File: src/rtl/add_mul_result_acc.sv
// add_mul_result_acc: collects 8-bit add/multiply datapath results into blocks.
// Each accepted beat adds its result to a saturating accumulator. A block closes
// after BLOCK_LEN beats, or early on flush. One summary record (sum, beat count,
// multiply count, saturation flag) is then offered downstream. No new beats are
// accepted until that record has been taken.
module add_mul_result_acc #(
    parameter int ACC_W     = 12,
    parameter int BLOCK_LEN = 4,
    parameter int CNT_W     = $clog2(BLOCK_LEN + 1)
) (
    input  logic             clk,
    input  logic             rst_n,
    input  logic             in_valid,
    output logic             in_ready,
    input  logic [7:0]       in_result,
    input  logic             in_op,
    input  logic             flush,
    output logic             out_valid,
    input  logic             out_ready,
    output logic [ACC_W-1:0] out_sum,
    output logic [CNT_W-1:0] out_count,
    output logic [CNT_W-1:0] out_mul_cnt,
    output logic             out_sat
);

    typedef enum logic {
        ACCUM = 1'b0,
        EMIT  = 1'b1
    } state_t;

    localparam logic [CNT_W-1:0] BLOCK_LEN_C = CNT_W'(BLOCK_LEN);

    state_t             state_q, state_d;
    logic [ACC_W-1:0]   acc_q, acc_d;
    logic [CNT_W-1:0]   cnt_q, cnt_d;
    logic [CNT_W-1:0]   mcnt_q, mcnt_d;
    logic               sat_q, sat_d;
    logic               beat;
    logic [ACC_W:0]     add_res;

    // One bit wider than the accumulator so the carry out marks overflow;
    // returns {overflow, clamped_sum}.
    function automatic logic [ACC_W:0] sat_add(input logic [ACC_W-1:0] a,
                                               input logic [7:0]       r);
        logic [ACC_W:0] s;
        s = {1'b0, a} + (ACC_W + 1)'(r);
        if (s[ACC_W]) begin
            sat_add = {1'b1, {ACC_W{1'b1}}};
        end else begin
            sat_add = s;
        end
    endfunction

    // in_ready is held low during reset, and it never looks at out_ready.
    assign in_ready = (state_q == ACCUM) & rst_n;
    assign beat     = in_valid & in_ready;

    assign out_valid   = (state_q == EMIT);
    assign out_sum     = acc_q;
    assign out_count   = cnt_q;
    assign out_mul_cnt = mcnt_q;
    assign out_sat     = sat_q;

    // Next-state and next-accumulator logic: absorb beats in ACCUM, clear on record handoff.
    always_comb begin
        state_d = state_q;
        acc_d   = acc_q;
        cnt_d   = cnt_q;
        mcnt_d  = mcnt_q;
        sat_d   = sat_q;
        add_res = sat_add(acc_q, in_result);
        case (state_q)
            ACCUM: begin
                if (beat) begin
                    acc_d  = add_res[ACC_W-1:0];
                    sat_d  = sat_q | add_res[ACC_W];
                    cnt_d  = cnt_q + CNT_W'(1);
                    mcnt_d = mcnt_q + CNT_W'(in_op);
                end
                // A flush together with a beat closes the block including that beat.
                if ((beat && (cnt_d == BLOCK_LEN_C)) || (flush && (cnt_d != '0))) begin
                    state_d = EMIT;
                end
            end
            EMIT: begin
                if (out_ready) begin
                    acc_d   = '0;
                    cnt_d   = '0;
                    mcnt_d  = '0;
                    sat_d   = 1'b0;
                    state_d = ACCUM;
                end
            end
        endcase
    end

    // State and block registers; reset discards any partial block or pending record.
    always_ff @(posedge clk) begin
        if (!rst_n) begin
            state_q <= ACCUM;
            acc_q   <= '0;
            cnt_q   <= '0;
            mcnt_q  <= '0;
            sat_q   <= 1'b0;
        end else begin
            state_q <= state_d;
            acc_q   <= acc_d;
            cnt_q   <= cnt_d;
            mcnt_q  <= mcnt_d;
            sat_q   <= sat_d;
        end
    end

endmodule

File: config.mk
export PLATFORM = sky130hd
export DESIGN_NAME = add_mul_result_acc
export DESIGN_NICKNAME = d
export VERILOG_FILES = /design/src/rtl/add_mul_result_acc.sv
export SDC_FILE = /design/constraint.sdc
export NUM_CORES = 1
export LEC_CHECK = 0
export CELL_PAD_IN_SITES_DETAIL_PLACEMENT = 1
export CELL_PAD_IN_SITES_GLOBAL_PLACEMENT = 1
export CORE_MARGIN = 5
export CORE_UTILIZATION = 36
export CTS_BUF_LIST = sky130_fd_sc_hd__clkbuf_2
export CTS_CLUSTER_SIZE = 8
export DETAILED_ROUTE_END_ITERATION = 8
export PLACE_DENSITY_LB_ADDON = 0.1
export SYNTH_ARGS = -nofsm -noshare
export SYNTH_HDL_FRONTEND = slang
export SYNTH_SLANG_ARGS = --single-unit
File: constraint.sdc
create_clock -name clk -period 2.5 [get_ports clk]
set_clock_uncertainty 0.05 [all_clocks]
set_input_delay 0.5 -clock clk [delete_from_list [all_inputs] [get_ports clk]]
set_output_delay 0.5 -clock clk [all_outputs]
set_load 0.1 [all_outputs]
==> results of run 1 <==
Yosys cell counts (2+ instances only):
cell,number
nand4_1,2
or3_1,2
mux2i_1,2
o21ai_1,7
xnor2_1,3
a211oi_1,3
a31oi_1,2
buf_6,2
clkbuf_1,2
nor2_1,16
buf_2,2
ha_1,11
nand2b_1,2
nor3_1,2
a21oi_2,2
nand2_1,22
a22oi_1,6
o21ai_0,3
a21o_1,6
a21oi_1,8
nand3_1,5
a22oi_2,2
dfxtp_1,20
registers in the layout (all words and copies together), names as in the netlist:
| register | count |
|---|---|
| out_sum | 12 |
| out_count | 3 |
| out_mul_cnt | 3 |
| out_sat | 1 |
| out_valid | 1 |
placed cells by master (no fill, tap or decap), types with 5 or more instances in the layout:
cell	netlist	final
nand2_1	22	22
nor2_1	16	15
dfxtp_1	20	19
o21ai_1	7	7
a21o_1	6	6
ha_1	11	11
a21oi_1	8	8
nand3_1	5	5
a22oi_1	6	6
buf_4	0	32
clkdlybuf4s50_1	0	13
area by class of cell:
cell class,instances,area [µm²]
well taps,46,57.56
repair buffers,46,390.4
inverters,2,7.507
multi-input cells,127,853.3
clock buffers,3,15.01
flip-flops and latches,20,401.6
fillers,428,1660
clock inverters,1,30.03
power groups by stage:
stage / Sequential [mW] / Clock, mW / Combinational (mW)
detailed placement: 0.382 / 0 / 0.557
finish: 0.375 / 0.257 / 0.554
floorplan: 0.560 / 0 / 0.217
CTS: 0.375 / 0.265 / 0.559
global route: 0.381 / 0.276 / 0.596
global placement: 0.380 / 0 / 0.546
worst max path at each step:
stage / slack, ns / endpoint / start / cells past startpoint
after floorplan: 0.03 / out_sum[11]$_SDFFE_PN0P_ / out_sum[5]$_SDFFE_PN0P_ / 7
after global placement: -0.15 / out_sum[3]$_SDFFE_PN0P_ / in_result[0] / 9
after detailed placement: -0.22 / out_sum[2]$_SDFFE_PN0P_ / in_result[0] / 9
after CTS: 0.16 / out_sum[2]$_SDFFE_PN0P_ / in_result[0] / 9
after global routing: 0.04 / out_sum[2]$_SDFFE_PN0P_ / in_result[0] / 9
final: 0.15 / out_sum[2]$_SDFFE_PN0P_ / in_result[0] / 9
critical path: cells and delay by family:
kind                       cells  cell delay (ns)
adders and majority gates      2             0.64
buffers and inverters          2             0.61
AOI/OAI and AO/OA              4             0.74
and+or+nand+nor                1             0.07
metal layers:
layer,routed length [µm],vias to the layer above,global-route usage
li1,-,662,-
met1,1672,643,0.1969
met2,1844,23,0.2697
met3,138,5,0.03013
met4,46,0,0.05957
met5,0,-,0
per-stage QoR:
step | std cells | power [mW] | util | hold WS, ns | setup slack (ns)
after global routing | 245 | 1.253 | 0.5139 | 0.4526 | 0.04023
after detailed placement | 241 | 0.9389 | 0.5007 | 0.3931 | -0.2210
final | 245 | 1.186 | 0.5139 | 0.4240 | 0.1491
after floorplan | 155 | 0.7768 | - | 0.6152 | 0.03332
after CTS | 245 | 1.200 | 0.5139 | 0.4248 | 0.1636
after global placement | 241 | 0.9255 | 0.5007 | 0.3865 | -0.1484
kinds of logic after synthesis:
| logic type | count (synthesis) | synth area share |
|---|---|---|
| and+or+nand+nor | 59 | 0.2187 |
| AOI/OAI and AO/OA | 50 | 0.2726 |
| DFF | 20 | 0.3083 |
| adders and majority gates | 12 | 0.1214 |
| buffers and inverters | 8 | 0.03660 |
| xor gates and xnor gates | 4 | 0.02698 |
| muxes | 2 | 0.01541 |
==> results.txt, run 1 <==
----------------------------------------------------
[Layout]
  Final design instance area without fill ... 0.001755 mm²
  ANT cells ... 0
  P&R area growth vs syn ... 35.16%
  Share of cells above drive strength 1 ... 0.2362
  Final Net Count ... 226

[Placement]
  IO buf count ... 34
  Final RePlAce weighted congestion ... 0.8337
  Detailed placement HPWL ... 2.989 mm
  Area post-placement ... 0.001710 mm²

[GRT]
  Overflow left after global routing ... 0
  Number of global-route vias before repair ... 1416
  Antenna violations before repair ... 0
  Largest net degree at the start of global routing ... 16
  Global-route wire length before repair ... 6.423 mm
  All-layer global routing usage ... 0.1586

[Clock network]
  Clk buf depth ... 2
  Clock latency reported for the late side of the worst-skew pair ... 0.35 ns
  Resized cells post-CTS ... 0
  CTS tree ... yes
  Clock transition time at the flip-flop clock pins of the worst setup and hold paths ... 0.21 ns
  Number of buffers created by CTS ... 3
  Clock sink count ... 20
  CTS H-tree lvls ... 1
  Cell at the root of the clock tree ... clkbuf_2
  Number of setup buffers added after CTS ... 0
  Quantity of hold-fixing buffers added after cts ... 0

[Floorplanning]
  Horizontal extent of the die ... 70.07 µm
  Num ports ... 35
  Die outline area ... 0.004909 mm²
  Die Span Y ... 70.07 µm
  Num rows ... 21
  Initial cell density of the core ... 0.3802
  Core area ... 0.003416 mm²

[Drt]
  Count of nets left with antenna violations after detail routing ... 0
  Via density per instance ... 5.441
  Drt pass-1 iters ... 5
  Vias post-DR ... 1333
  Violation count after the first detailed-routing iteration ... 55
  DR WL/cell ... 15.11 µm
  Routed wire length ... 3.701 mm
  Number of design rule violations left after detail routing ... 0

[Timing]
  Max Slew Vio Count ... 0
  Max Clk Rate ... 425.4 MHz
  Worst rel slew slack ... 0.6606
  Minimum period implied by the final worst setup slack ... 2.351 ns
  Accumulated negative setup slack ... 0 ns
  Part of the cycle the worst path needs ... 0.9404
  Worst Max-Slew Pin Slew ... 0.5086 ns
  Number of hold violations in the final report ... 0
  Setup repair after global routing missed its margin ... false
  Final setup violation count ... 0

[Job]
  Max Cap Violations ... 0

[Worst setup path]
  Register-to-register setup slack ... 0.36 ns
  Data arrival, critical path ... 2.57 ns
  Crit path launch type ... primary input
  Endpoint of the worst register-to-register path ... out_sum[2]$_SDFFE_PN0P_
  Required time worst endpoint ... 2.72 ns
  Critical path class ... primary input to register
  Cells along the critical path ... clkdlybuf4s50_1, ha_1, fa_1, a21o_1, a22oi_2, a211oi_2, buf_4, o21ai_1, nand2_1
  Largest fanout on the critical path ... 7
  Number of cells on the worst reg-to-reg path ... 8
  Slowest stage cell, crit path ... clkdlybuf4s50_1
  Startpoint of the worst register-to-register path ... out_sum[0]$_SDFFE_PN0P_
  Slowest cell delay on critical path ... 0.42 ns
  Crit. End Element ... register

[Synthesis]
  Most common flop cell mapped by yosys ... dfxtp_1
  Post-synthesis cell area ... 0.001299 mm²
  Syn. warnings ... 0
  Post-synthesis cell type with the largest combined area ... dfxtp_1
  Number of distinct library cells after synthesis ... 46
  Net count of the mapped netlist ... 181
  Most area-consuming cells after synthesis ... dfxtp_1 (31%), ha_1 (11%), nand2_1 (6.4%), nor2_1 (4.6%), a21o_1 (3.5%)
  Flop and latch count out of synthesis ... 20
  Fraction of registers with async set or reset after synthesis ... 0
  Mapped Avg Cell Area ... 8.379 µm²
  Post-Syn Instances ... 155
  Register area share after synthesis ... 0.3083
  Number of flops mapped to enable cells by yosys ... 0
  Area fraction of the dominant cell type after synthesis ... 0.3083

[Power and ir drop]
  Share of power burned in registers ... 0.316
  Pint ... 0.6694 mW
  Areal power density over the cells ... 675.7 mW/mm²
  Maximum VDD drop ... 0.0003845 V
  Switching pwr ... 0.5168 mW
  Fraction of power consumed by combinational cells ... 0.467
  Clock Power Share ... 0.217
  Switching share of power ... 0.4357
  Standby leakage power ... 0.7938 nW

[Hold path]
  Start point of the worst hold path ... out_sum[4]$_SDFFE_PN0P_
  Worst Hold Depth ... 2
  Worst Hold End ... out_sum[4]$_SDFFE_PN0P_
  Hold Path Class ... register to register

[Outcome]
  Outcome ... complete, no violations

----------------------------------------------------
(Power assumes the default switching activity.)
==> run 2, diff against run 1 <==
CAP_MARGIN = 20   (was default)
CORE_UTILIZATION = 39   (was 36)
clock period = 3.05 ns   (was 2.5 ns; I/O delays follow)
==> run 2 against run 1 <==
Net effect: sequential power is 18% lower; largest power group unchanged; hold slack worse by 0.0026 ns; critical path depth is 1 lower; first-iteration DRC count is 35% lower; clock power is 58% lower; final area is 5.8% lower; largest cell class unchanged.
==> results.txt, run 2 (synthesized netlist as in run 1, its figures left out) <==
----------------------------------------------------
[Outcome]
  Outcome ... complete, no violations (unchanged)

[Worst setup path]
  Crit. End Element ... register (unchanged)
  Data arrival, critical path ... 2.83 ns (was 2.57 ns)
  Register-to-register setup slack ... 0.83 ns (was 0.36 ns)
  Critical path class ... primary input to register (unchanged)
  Largest fanout on the critical path ... 11 (was 7)
  Crit path launch type ... primary input (unchanged)
  Required time worst endpoint ... 3.28 ns (was 2.72 ns)

[Floorplanning]
  Num rows ... 21 (unchanged)
  Horizontal extent of the die ... 67.71 µm (was 70.07 µm)
  Initial cell density of the core ... 0.3954 (was 0.3802)
  Num ports ... 35 (unchanged)
  Die Span Y ... 67.71 µm (was 70.07 µm)
  Die outline area ... 0.004584 mm² (was 0.004909 mm²)
  Core area ... 0.003284 mm² (was 0.003416 mm²)

[Placement]
  Detailed placement HPWL ... 2.827 mm (was 2.989 mm)
  Final RePlAce weighted congestion ... 0.8260 (was 0.8337)
  Inst Count DP ... 232 (was 241)
  IO buf count ... 34 (unchanged)

[Drt]
  DR WL/cell ... 14.85 µm (was 15.11 µm)
  Routed wire length ... 3.489 mm (was 3.701 mm)
  Via density per instance ... 5.409 (was 5.441)
  Violation count after the first detailed-routing iteration ... 36 (was 55)
  Drt pass-1 iters ... 4 (was 5)
  Number of design rule violations left after detail routing ... 0 (unchanged)
  Count of nets left with antenna violations after detail routing ... 0 (unchanged)
  Vias post-DR ... 1271 (was 1333)

[Hold path]
  Hold Path Class ... register to register (unchanged)

[Timing]
  Part of the cycle the worst path needs ... 0.8505
  Minimum period implied by the final worst setup slack ... 2.594 ns
  Worst hold margin ... 0.4214 ns (was 0.4240 ns)
  Accumulated negative setup slack ... 0 ns (unchanged)
  Number of hold violations in the final report ... 0 (unchanged)
  Max Clk Rate ... 385.5 MHz
  Final setup violation count ... 0 (unchanged)
  Setup repair after global routing missed its margin ... false (unchanged)
  Max Slew Vio Count ... 0 (unchanged)
  Worst rel slew slack ... 0.4933 (was 0.6606)
  Worst Max-Slew Pin Slew ... 0.7587 ns (was 0.5086 ns)

[Clock network]
  CTS H-tree lvls ... 1 (unchanged)
  Resized cells post-CTS ... 0 (unchanged)
  Number of setup buffers added after CTS ... 0 (unchanged)
  Quantity of hold-fixing buffers added after cts ... 0 (unchanged)
  Clk buf depth ... 2 (unchanged)
  Number of buffers created by CTS ... 3 (unchanged)
  CTS tree ... yes (unchanged)
  Clock sink count ... 20 (unchanged)
  Clock transition time at the flip-flop clock pins of the worst setup and hold paths ... 0.20 ns (was 0.21 ns)
  Cell at the root of the clock tree ... clkbuf_2 (unchanged)
  Clock latency reported for the late side of the worst-skew pair ... 0.32 ns (was 0.35 ns)

[GRT]
  All-layer global routing usage ... 0.1762 (was 0.1586)
  Number of global-route vias before repair ... 1406 (was 1416)
  Global-route wire length before repair ... 6.120 mm (was 6.423 mm)
  Overflow left after global routing ... 0 (unchanged)
  Antenna violations before repair ... 0 (unchanged)
  Largest net degree at the start of global routing ... 16 (unchanged)

[Layout]
  ANT cells ... 0 (unchanged)
  Final core utilization ... 0.5036 (was 0.5139)
  Number of non-filler instances in the completed layout ... 235 (was 245)
  Most common cell after layout, fill and taps aside ... buf_4 (unchanged)
  Fill cells ... 421 (was 428)
  Leading cell types in the layout, fill and taps excluded ... buf_4 (23), nand2_1 (22), dfxtp_1 (20) (was buf_4 (32), nand2_1 (22), dfxtp_1 (19))
  P&R area growth vs syn ... 27.36% (was 35.16%)
  Final Net Count ... 217 (was 226)
  Flip-flop count of the largest register after layout ... 12 (unchanged)
  Share of cells above drive strength 1 ... 0.1852 (was 0.2362)

[Power and ir drop]
  Standby leakage power ... 0.7353 nW (was 0.7938 nW)
  Maximum VDD drop ... 0.0002196 V (was 0.0003845 V)
  Areal power density over the cells ... 508.2 mW/mm² (was 675.7 mW/mm²)

[Job]
  Max Cap Violations ... 0 (unchanged)

----------------------------------------------------
run 2: path summary, 6_finish.rpt:
| check | start | end | depth (start not counted) |
|---|---|---|---|
| hold / removal | out_sum[0]$_SDFFE_PN0P_ | out_sum[0]$_SDFFE_PN0P_ | 2 |
| setup reg to reg | out_sum[0]$_SDFFE_PN0P_ | out_sum[5]$_SDFFE_PN0P_ | 7 |
| setup / recovery | in_result[0] | out_sum[5]$_SDFFE_PN0P_ | 8 |
| hold reg to reg | out_sum[0]$_SDFFE_PN0P_ | out_sum[0]$_SDFFE_PN0P_ | 2 |
run 2: routing by layer:
metal | wire length, µm | GRT usage | vias up
met5 | 0 | 0 | -
met4 | 65 | 0.08101 | 0
met3 | 124 | 0.02662 | 6
met2 | 1871 | 0.3256 | 22
met1 | 1427 | 0.1948 | 605
li1 | - | - | 638
run 2: critical path, cell delays in order:
cell	delay [ns]
clkdlybuf4s50_1	0.46
ha_1	0.21
fa_1	0.23
a21o_1	0.19
a22oi_2	0.11
a211oi_2	0.68
o21bai_1	0.21
a22o_1	0.13
run 2: stage by stage:
| stage | area, µm² | setup WS, ns | power [mW] |
|---|---|---|---|
| global route | 1654 | 0.4019 | 0.8996 |
| CTS | 1654 | 0.4836 | 0.8499 |
| finish | 1654 | 0.4560 | 0.8407 |
| global placement | 1639 | 0.1712 | 0.7295 |
| floorplan | 1299 | 0.1603 | 0.6358 |
| detailed placement | 1639 | 0.1171 | 0.7396 |
run 2: power by group:
group	total, mW	switching (mW)	internal [mW]	leakage [nW]
clock	0.109	0.0819	0.0268	0.0125
sequential	0.306	0.0232	0.283	0.163
combinational	0.425	0.295	0.130	0.560
run 2: final cells by class:
type / count / area [µm²] / share of cell area
sequential: 20 / 400.4 / 0.2421
multi-input combinational: 127 / 850.8 / 0.5144
inverter: 2 / 7.507 / 0.004539
timing repair buffer: 37 / 322.8 / 0.1952
clock buffer: 3 / 15.01 / 0.009077
tap: 46 / 57.56 / 0.03480
